<file path="src/rtl/bin2bcd_seq.sv">
// Sequential binary-to-BCD converter (shift-add-3, one bit per clock) with valid/ready input
// and a one-cycle done strobe. Define BIN2BCD_BLANK_EN to blank leading zero digits with 4'hF.

module bin2bcd_seq_chk #(
  parameter int DIGITS = 4
) (
  input logic                  clk,
  input logic                  rst_n,
  input logic [4*DIGITS-1:0]   scratch
);

  function automatic logic digits_ok(input logic [4*DIGITS-1:0] s);
    logic ok;
    ok = 1'b1;
    for (int d = 0; d < DIGITS; d++) begin
      if (s[4*d +: 4] > 4'd9) ok = 1'b0;
    end
    return ok;
  endfunction

  a_digits_valid: assert property (@(posedge clk) disable iff (!rst_n) digits_ok(scratch));

endmodule

module bin2bcd_seq #(
  parameter int BIN_W  = 14,
  parameter int DIGITS = 4
) (
  input  logic                clk,
  input  logic                rst_n,
  input  logic                in_valid,
  output logic                in_ready,
  input  logic [BIN_W-1:0]    bin_in,
  output logic                out_valid,
  output logic [4*DIGITS-1:0] bcd_out,
  output logic                overflow,
  output logic                busy
);

  localparam int          BCD_W   = 4 * DIGITS;
  localparam int          CNT_W   = $clog2(BIN_W + 1);
  localparam int unsigned MAX_VAL = 10**DIGITS - 1;

  typedef enum logic [1:0] {
    S_IDLE  = 2'd0,
    S_SHIFT = 2'd1,
    S_DONE  = 2'd2
  } state_t;

  state_t             r_state;
  state_t             w_next_state;
  logic [BIN_W-1:0]   r_bin;
  logic [BCD_W-1:0]   r_scr;
  logic [CNT_W-1:0]   r_cnt;
  logic               r_ovf_flag;
  logic [BCD_W-1:0]   r_bcd_out;
  logic               r_overflow;
  logic               r_out_valid;
  logic [31:0]        w_bin_ext;
  logic               w_in_range;
  logic               w_cnt_last;
  logic [BCD_W-1:0]   w_adj;

  function automatic logic [BCD_W-1:0] add3_digits(input logic [BCD_W-1:0] s);
    logic [BCD_W-1:0] r;
    r = s;
    for (int d = 0; d < DIGITS; d++) begin
      if (s[4*d +: 4] >= 4'd5) r[4*d +: 4] = s[4*d +: 4] + 4'd3;
    end
    return r;
  endfunction

  function automatic logic [BCD_W-1:0] all_nines();
    logic [BCD_W-1:0] r;
    for (int d = 0; d < DIGITS; d++) r[4*d +: 4] = 4'd9;
    return r;
  endfunction

  function automatic logic [BCD_W-1:0] fmt_digits(input logic [BCD_W-1:0] s);
    logic [BCD_W-1:0] r;
`ifdef BIN2BCD_BLANK_EN
    logic lead;
`endif
    r = s;
`ifdef BIN2BCD_BLANK_EN
    // Ones digit (d = 0) is never blanked so a zero value still shows "0".
    lead = 1'b1;
    for (int d = DIGITS - 1; d >= 1; d--) begin
      if (lead && (s[4*d +: 4] == 4'd0)) r[4*d +: 4] = 4'hF;
      else lead = 1'b0;
    end
`endif
    return r;
  endfunction

  assign w_bin_ext  = 32'(bin_in);
  assign w_in_range = (w_bin_ext <= MAX_VAL);
  assign w_cnt_last = (r_cnt == CNT_W'(1));
  assign w_adj      = add3_digits(r_scr);

  // Next-state decode
  always_comb begin
    w_next_state = r_state;
    case (r_state)
      S_IDLE: begin
        if (in_valid) w_next_state = S_SHIFT;
        else          w_next_state = S_IDLE;
      end
      S_SHIFT: begin
        if (w_cnt_last) w_next_state = S_DONE;
        else            w_next_state = S_SHIFT;
      end
      S_DONE:  w_next_state = S_IDLE;
      default: w_next_state = S_IDLE;
    endcase
  end

  // State register
  always_ff @(posedge clk) begin
    if (!rst_n) r_state <= S_IDLE;
    else        r_state <= w_next_state;
  end

  // Datapath: capture, shift-add-3, and registered result
  always_ff @(posedge clk) begin
    if (!rst_n) begin
      r_bin       <= {BIN_W{1'b0}};
      r_scr       <= {BCD_W{1'b0}};
      r_cnt       <= {CNT_W{1'b0}};
      r_ovf_flag  <= 1'b0;
      r_bcd_out   <= {BCD_W{1'b0}};
      r_overflow  <= 1'b0;
      r_out_valid <= 1'b0;
    end else begin
      r_out_valid <= 1'b0;
      case (r_state)
        S_IDLE: begin
          if (in_valid) begin
            r_bin      <= bin_in;
            r_scr      <= {BCD_W{1'b0}};
            r_ovf_flag <= !w_in_range;
            // Out-of-range values skip shifting but still spend one cycle, keeping a 3-cycle turnaround.
            r_cnt      <= w_in_range ? CNT_W'(BIN_W) : CNT_W'(1);
          end
        end
        S_SHIFT: begin
          if (!r_ovf_flag) begin
            r_scr <= {w_adj[BCD_W-2:0], r_bin[BIN_W-1]};
            r_bin <= {r_bin[BIN_W-2:0], 1'b0};
          end
          r_cnt <= r_cnt - CNT_W'(1);
        end
        S_DONE: begin
          r_out_valid <= 1'b1;
          r_overflow  <= r_ovf_flag;
          r_bcd_out   <= r_ovf_flag ? all_nines() : fmt_digits(r_scr);
        end
        default: r_out_valid <= 1'b0;
      endcase
    end
  end

  assign in_ready  = (r_state == S_IDLE);
  assign busy      = (r_state == S_SHIFT) || (r_state == S_DONE);
  assign out_valid = r_out_valid;
  assign bcd_out   = r_bcd_out;
  assign overflow  = r_overflow;

  bin2bcd_seq_chk #(.DIGITS(DIGITS)) u_chk (
    .clk     (clk),
    .rst_n   (rst_n),
    .scratch (r_scr)
  );

endmodule
</file>
<file path="config.mk">
export PLATFORM = sky130hd
export DESIGN_NAME = bin2bcd_seq
export DESIGN_NICKNAME = d
export VERILOG_FILES = /design/src/rtl/bin2bcd_seq.sv
export SDC_FILE = /design/constraint.sdc
export NUM_CORES = 1
export LEC_CHECK = 0
export CORE_ASPECT_RATIO = 0.6
export CORE_MARGIN = 1.5
export CORE_UTILIZATION = 55
export CTS_CLUSTER_SIZE = 40
export DETAILED_ROUTE_END_ITERATION = 10
export PLACE_DENSITY = 0.8
export SYNTH_ARGS = -nofsm -noshare
export SYNTH_HDL_FRONTEND = slang
export SYNTH_HIERARCHICAL = 1
export SYNTH_SLANG_ARGS = --single-unit
</file>
<file path="constraint.sdc">
create_clock -name clk -period 3.2 [get_ports clk]
set_input_delay 0.48 -clock clk [delete_from_list [all_inputs] [get_ports clk]]
set_output_delay 0.48 -clock clk [all_outputs]
set_load 0.05 [all_outputs]
</file>
=== Word-level counts from Yosys, hierarchy flattened ===
Index checks and enable logic that the tools add are counted.

* $add $sub $neg: 5
* $mul: 0
* Divide/modulo/power cells: 0
* Magnitude comparators: 5
* Equality and inequality tests: 5
* Shift operators: 0
* Multiplexer cells: 18
* Bitwise operators: 0
* Reductions and logical operators: 7

{| class="wikitable"
|+ Operators by type and width
! kind !! number
|-
| $mux 16 || 3
|-
| $pmux 16 s2 || 1
|-
| $mux 14 || 2
|-
| $pmux 14 s2 || 1
|-
| $mux 4 || 5
|-
| $ge 4x3->1 const B || 4
|-
| $le 14x14->1 const B || 1
|-
| $add 4x2->4 const B || 3
|-
| $pmux 4 s2 || 1
|-
| $eq 4x1->1 const B || 1
|-
| $ne 2x2->1 const B || 2
|-
| $pmux 2 s2 || 1
|-
| $reduce_and 2->1 || 2
|-
| $sub 4x1->4 const B || 1
|-
| $add 3x2->3 const B || 1
|-
| $mux 3 || 1
|-
| $reduce_and 3->1 || 1
|-
| $eq 2x1->1 const B || 1
|-
| $eq 2x2->1 const B || 1
|-
| $logic_not 2->1 || 1
|-
| $mux 1 || 2
|-
| $mux 2 || 1
|-
| $reduce_bool 2->1 || 1
|-
| $logic_not 1->1 || 1
|-
| $logic_or 1x1->1 || 1
|}

* Bits in registers: 55
* Bits in latches: 0
* Memory bits (writable): 0
* Bits in read-only memories: 0
* Input port bits: 17
* Output and inout bits: 20
* Logic and storage cells: 48
* Memories kept: 0

=== Logic depth before layout (Yosys ltp) ===
Gate-level depths: netlist (run 1).

* Word-level depth: 4
* Depth in mapped cells: 9
* Depth with buffers taken out: 6

=== Least setup slack after synthesis (run 1) ===
OpenSTA, ideal clock, no wires.

* Path kind: flip-flop to flip-flop
* From: register r_state[0]
* To: register r_scr[12]
* Arrival: 1.746 ns
* Required time: 3.086 ns
* Setup slack: 1.340 ns
* Cell stages (with the launch flop): 8
* Cells stage by stage: dfxtp_1 inv_1 ha_1 nor2b_1 o21ai_2 and2_4 buf_8 a21o_1

* Word-level cells in the longest chain between the ends: 3
* Elaborated cells on any way between the ends: 7

{| class="wikitable"
|+ Ends and longest elaborated chain
! what !! line !! source
|-
| from (decl) || 50 || <nowiki>state_t r_state;</nowiki>
|-
| from (signal assigned) || 121 || <nowiki>else r_state <= w_next_state;</nowiki>
|-
| $logic_not 2->1 * || - ||
|-
| net in_ready || 32 || <nowiki>output logic in_ready,</nowiki>
|-
| $ne 2x2->1 (no source line) / $reduce_bool 2->1 (equally long branches) || - ||
|-
| $reduce_and 3->1 (no source line) || - ||
|-
| to (signal assigned) || 128 || <nowiki>r_scr <= {BCD_W{1'b0}};</nowiki>
|-
| to (signal assigned) || 140 || <nowiki>r_scr <= {BCD_W{1'b0}};</nowiki>
|-
| to (signal assigned) || 148 || <nowiki>r_scr <= {w_adj[BCD_W-2:0], r_bin[BIN_W-1]};</nowiki>
|-
| to (decl) || 53 || <nowiki>logic [BCD_W-1:0] r_scr;</nowiki>
|}

Mark *: on every way through the listed nets, which the timed path passes. The rest lies on a longest branch.
A chain may end at the register's enable or synchronous reset.

=== Worst setup path after layout (run 1) ===
* From: register r_state[0]
* To: output port in_ready

* Word-level cells in the longest chain between the ends: 1

{| class="wikitable"
|+ Ends and longest elaborated chain
! what !! line !! source
|-
| $logic_not 2->1 || 163 || <nowiki>assign in_ready = (r_state == S_IDLE);</nowiki>
|-
| to (decl) || 32 ||
|}

Every way passes these cells.

==> flow_summary.toml, run 1 <==
[run_status]
status = "complete, no violations"

[die]
io_pins = 37
die_h_um = 57.6
die_area_um2 = 5410
die_w_um = 93.9
initial_core_util_pct = 58.6
fp-row-count = 19
coreArea_um2 = 4660

[setup_path]
cp_max_fo = 7
worstSetupStartpointType = "flop"
crit_type = "flop to output pin"
crit_buf_inv = 2
slowest_stage = "clkdlybuf4s50_1"
crit_arrival_ps = 1880
worst_path_dominant_cell_family = "buffers and inverters"
endpoint_kind = "output pin"
rrSetupSlack_ps = 1150
cpPeakStageDelay_ps = 860
worst_ep_required_time_ps = 2720
worstPathCellList = "inv_1, ha_1, clkdlybuf4s50_1"

[clock_tree]
clock-sinks = 55
cts_buffers = 5
post_cts_buffers = 0
hold_buffers = 0
cts_resized = 0
clock_latency_ps = 300
ctsLongestPathBuffers = 2
cts_tree = "done"
root_buffer = "clkbuf_8"
clk_pin_slew_ps = 90
h-tree-depth = 2

[power]
p_leak_nw = 1.28
power_density_nw_per_um2 = 427
finalPower_mw = 1.35
ir_worst_vdd_uv = 312

[global_route]
grt_pass1_vias = 2025
grt_pass1_wl_um = 9370
track_usage_pct = 21.9
grt_overflow_total = 0
grt_max_degree = 47
grt_antenna_before_repair = 0

[logic_synthesis]
yosysTopAreaCellShare_pct = 40.3
yosysUniqueCellTypes = 40
synthTopCellsByArea = "dfxtp_1, ha_1, mux2i_1, o211a_1, o2bb2ai_2"
synth_top_area_cell = "dfxtp_1"
async_flop_share_pct = 0
synth_seq_cells = 55
seq_area_frac_synth_pct = 40.3
syn_area_um2 = 2730
synth.avg_cell_area_um2 = 9.41
yosysWarnings = 6
synthFlopType = "dfxtp_1"
syn_nets = 320
synthCells = 290
synth_edf_count = 0

[run]
maxCapViolCount = 0

[sta]
finClkSkew_ps = 3.52
post-route-period-util_pct = 73.6
hold_ws_ps = 481
fmax_ghz = 0.424
finalSetupViolCount = 0
hold_viol_final = 0
relSlewSlack_pct = 45.8
min_period_ps = 2360
worst_slack_ps = 844
tightest_slew_ps = 813
rsz0062_at_grt = "false"
slew_violations = 0
finalSetupTns_ps = 0

[place]
post_dp_cell_area_um2 = 3080
port_buffers = 36
place_ws_ps = 884
place_congestion = 0.802
dp_hpwl_um = 3720

[detailed_routing]
remaining_drc_errors = 0
drt_iter0_markers = 56
antenna_left = 0
first_pass_iters = 7
wl_per_cell_um = 14.0
avgViaCountPerCell = 5.50
dr_total_vias = 2107
wirelength_um = 5360

[layout]
drive_gt1_share_pct = 8.44
syn2layout_area_growth_pct = 15.8
nets = 349
design_area_um2 = 3160
n_antenna_cell = 0
fillers = 404

[worst_hold_path]
hp-class = "flop to flop"
==> state kept, by name, indices dropped and copies added, names as in the netlist <==
register,cells
r_cnt,4
overflow,1
bcd_out,16
out_valid,1
r_scr,16
r_ovf_flag,1
r_state,2
r_bin,14
==> worst min-delay path: stages (launching register included) <==
cell and delay (ps):
dfxtp_1 330, nand3_1 60, a21boi_1 50
==> layout make-up <==
cell class | count | area, µm² | share of cell area [%]
clock buffers | 7 | 76.3 | 2.41
clock inverters | 1 | 5.00 | 0.158
inverters | 17 | 63.8 | 2.02
multi-input cells | 201 | 1450 | 46.0
flip-flops and latches | 55 | 1100 | 34.8
well taps | 63 | 78.8 | 2.49
repair buffers | 39 | 383 | 12.1
==> layout by cell type, fill, tap and decap left out, types with 2 or more instances in the layout <==
cell | netlist | final
xnor2_1 | 4 | 4
o2bb2ai_2 | 8 | 8
o221a_2 | 2 | 2
nand3_1 | 7 | 7
nor2_1 | 8 | 8
ha_1 | 13 | 13
and2_1 | 6 | 6
buf_4 | 0 | 3
a21boi_1 | 5 | 5
xor2_1 | 3 | 3
o21ai_0 | 15 | 15
o22a_1 | 2 | 2
o21a_1 | 3 | 3
mux2_2 | 4 | 4
nor3_1 | 8 | 8
a21oi_1 | 17 | 17
dfxtp_1 | 55 | 55
a21boi_0 | 2 | 2
nor2b_1 | 13 | 13
clkbuf_8 | 0 | 5
o211a_1 | 13 | 13
nand2b_1 | 7 | 7
clkdlybuf4s50_1 | 0 | 36
inv_1 | 16 | 16
clkbuf_1 | 6 | 2
o22ai_1 | 6 | 6
nand2_1 | 27 | 27
mux2i_1 | 15 | 15
a21o_1 | 4 | 4
==> where the power goes <==
group | internal [mW] | switching, mW
sequential | 0.720 | 0.0249
clock | 0.154 | 0.218
combinational | 0.102 | 0.132
total | 0.976 | 0.375
==> logic make-up after synthesis <==
group,count (synthesis),synth area share (%)
buf+inv,34,6.42
mux,19,7.15
compound gates,80,22.6
xor+xnor,7,2.25
simple gates,82,15.3
flops,55,40.3
fa+ha+maj,13,5.96
==> final timing paths <==
check                         start                    end  cells after the start
max           r_state[0]$_SDFF_PN0_               in_ready                      3
min          r_bin[13]$_SDFFE_PN0P_  r_scr[0]$_SDFFE_PN0P_                      2
max reg2reg   r_state[0]$_SDFF_PN0_  r_bin[1]$_SDFFE_PN0P_                      6
min reg2reg  r_bin[13]$_SDFFE_PN0P_  r_scr[0]$_SDFFE_PN0P_                      2
==> stage by stage <==
stage | util (%) | instances
after global placement | 66.1 | 375
after global routing | 67.8 | 383
final | 67.8 | 383
after detailed placement | 66.1 | 375
after floorplan | - | 290
after CTS | 67.8 | 383
==> Yosys cell counts (8+ instances only) <==
master     number
mux2i_1        15
ha_1           13
nor2_1          8
o21ai_0        15
nor3_1          8
dfxtp_1        55
nand2_1        27
o2bb2ai_2       8
o211a_1        13
nor2b_1        13
a21oi_1        17
inv_1          16
==> metal layers <==
| metal | global-route usage (%) | wire (µm) | part of all wire (%) |
|---|---|---|---|
| met3 | 4.93 | 212 | 4.0 |
| met2 | 33.6 | 2240 | 42 |
| met1 | 31.6 | 2880 | 54 |
| met4 | 4.90 | 25 | 0.47 |
| met5 | 0 | 0 | 0 |
Power figures use the tool's default switching activity.
==> run 2: changes to the inputs <==
- CORE_UTILIZATION: 55 -> 49
- PLACE_DENSITY: 0.8 -> 0.75
- clock period: 3.2 -> 2.1 ns (I/O delays scaled with it)
==> run 2 against run 1 <==
Effect of this change:
- final cell count grew 2.1%
- flip-flop and latch count did not move
- sequential power increased by 52%
- global-route usage is 2.2 points lower
- utilization decreased by 6.3 points
- register-to-register slack worse by 770 ps
- critical endpoint is now bcd_out[6]
- highest routed layer unchanged
==> flow_summary.toml, run 2 (same netlist as run 1, synthesis figures left out) <==
[run_status]
status = "complete, no violations"

[sta]
slew_violations = 0
fmax_ghz = 0.558
hold_ws_ps = 487
finClkSkew_ps = 8.17
rsz0062_at_grt = "false"
hold_viol_final = 0
relSlewSlack_pct = 66.4
finalSetupViolCount = 0
worst_slack_ps = 309
tightest_slew_ps = 503
finalSetupTns_ps = 0
post-route-period-util_pct = 85.3
min_period_ps = 1790

[power]
p_leak_nw = 1.31
p_int_mw = 1.49
p_sw_share_pct = 28.4
p_seq_share_pct = 54.3
pwr-share-clk_pct = 28.0
p_sw_mw = 0.592
pwr-share-comb_pct = 17.8
power_density_nw_per_um2 = 652
ir_worst_vdd_uv = 396

[place]
dp_hpwl_um = 4030
port_buffers = 36
place_congestion = 0.808
place_ws_ps = 322

[global_route]
grt_antenna_before_repair = 0
track_usage_pct = 19.7
grt_pass1_wl_um = 9320
grt_max_degree = 28
grt_overflow_total = 0
grt_pass1_vias = 1979

[setup_path]
slowest_stage = "clkdlybuf4s50_1"
worstReg2RegEnd = "r_cnt[0]$_SDFFE_PN0P_"
cpPeakStageDelay_ps = 810
rrSetupSlack_ps = 380
crit_buf_inv = 1
r2r_cells = 6
worstPathCellList = "clkdlybuf4s50_1"
endpoint_kind = "output pin"
crit_type = "flop to output pin"
worst_path_dominant_cell_family = "buffers and inverters"
crit_arrival_ps = 1480
worst_ep_required_time_ps = 1780
reg2reg_from = "r_state[1]$_SDFF_PN0_"
cp_max_fo = 2
worstSetupStartpointType = "flop"

[clock_tree]
ctsLongestPathBuffers = 2
post_cts_buffers = 0
root_buffer = "clkbuf_8"
cts_buffers = 5
clock_latency_ps = 300
h-tree-depth = 2
cts_resized = 0
cts_tree = "done"
clock-sinks = 55
hold_buffers = 0
clk_pin_slew_ps = 100

[layout]
n_antenna_cell = 0
final_util_pct = 61.5
nets = 354
final_common_cell = "dfxtp_1"
fillers = 473
layout_common_cells = "dfxtp_1, clkdlybuf4s50_1, nand2_1"
syn2layout_area_growth_pct = 17.3
drive_gt1_share_pct = 10.8

[die]
fp-row-count = 20
die_area_um2 = 6040
io_pins = 37
die_h_um = 60.8
initial_core_util_pct = 52.4
die_w_um = 99.3
coreArea_um2 = 5200

[detailed_routing]
first_pass_iters = 4
drt_iter0_markers = 99
wl_per_cell_um = 14.2
avgViaCountPerCell = 5.38
remaining_drc_errors = 0
antenna_left = 0
wirelength_um = 5540
dr_total_vias = 2103

[worst_hold_path]
min_path_cells = 2
min_to = "r_scr[0]$_SDFFE_PN0P_"
hp-start = "r_bin[13]$_SDFFE_PN0P_"
hp-class = "flop to flop"

[run]
maxCapViolCount = 0
run 2: power groups by stage:
stage                     clock network [mW]  logic [mW]  registers, mW
after floorplan                            0       0.288           1.15
after global placement                     0       0.361           1.15
after detailed placement                   0       0.370           1.15
after CTS                              0.600       0.371           1.13
after global routing                   0.642       0.408           1.14
final                                  0.583       0.371           1.13
run 2: metal layers:
layer / track usage (%) / vias up / part of all wire [%]
met5: 0 / - / 0
met4: 4.23 / 0 / 0.42
met3: 4.38 / 2 / 3.0
met2: 30.7 / 34 / 41
met1: 28.4 / 988 / 55
li1: - / 1079 / -
run 2: area by class of cell:
| class | instances | area, µm² | area share [%] |
|---|---|---|---|
| multi-input cells | 201 | 1450 | 45.4 |
| flip-flops and latches | 55 | 1100 | 34.4 |
| repair buffers | 44 | 415 | 13.0 |
| well taps | 66 | 82.6 | 2.58 |
| clock buffers | 6 | 72.6 | 2.27 |
| inverters | 17 | 63.8 | 1.99 |
| clock inverters | 2 | 12.5 | 0.391 |
run 2: worst max-delay path by stage:
stage,start,to,slack [ps],depth (start not counted)
finish,bcd_out[6]$_SDFFE_PN0P_,bcd_out[6],310,1
global route,r_state[1]$_SDFF_PN0_,r_cnt[0]$_SDFFE_PN0P_,180,6
CTS,bcd_out[2]$_SDFFE_PN0P_,bcd_out[2],300,1
detailed placement,in_valid,r_bin[1]$_SDFFE_PN0P_,320,6
global placement,bin_in[6],r_cnt[0]$_SDFFE_PN0P_,350,5
floorplan,r_state[0]$_SDFF_PN0_,r_scr[12]$_SDFFE_PN0P_,240,7
run 2: metrics by stage:
| stage | std cells | cell area [µm²] | total power, mW |
|---|---|---|---|
| after global routing | 391 | 3200 | 2.19 |
| after detailed placement | 383 | 3120 | 1.52 |
| after global placement | 383 | 3120 | 1.51 |
| after CTS | 391 | 3200 | 2.10 |
| final | 391 | 3200 | 2.09 |
| after floorplan | 290 | 2730 | 1.44 |
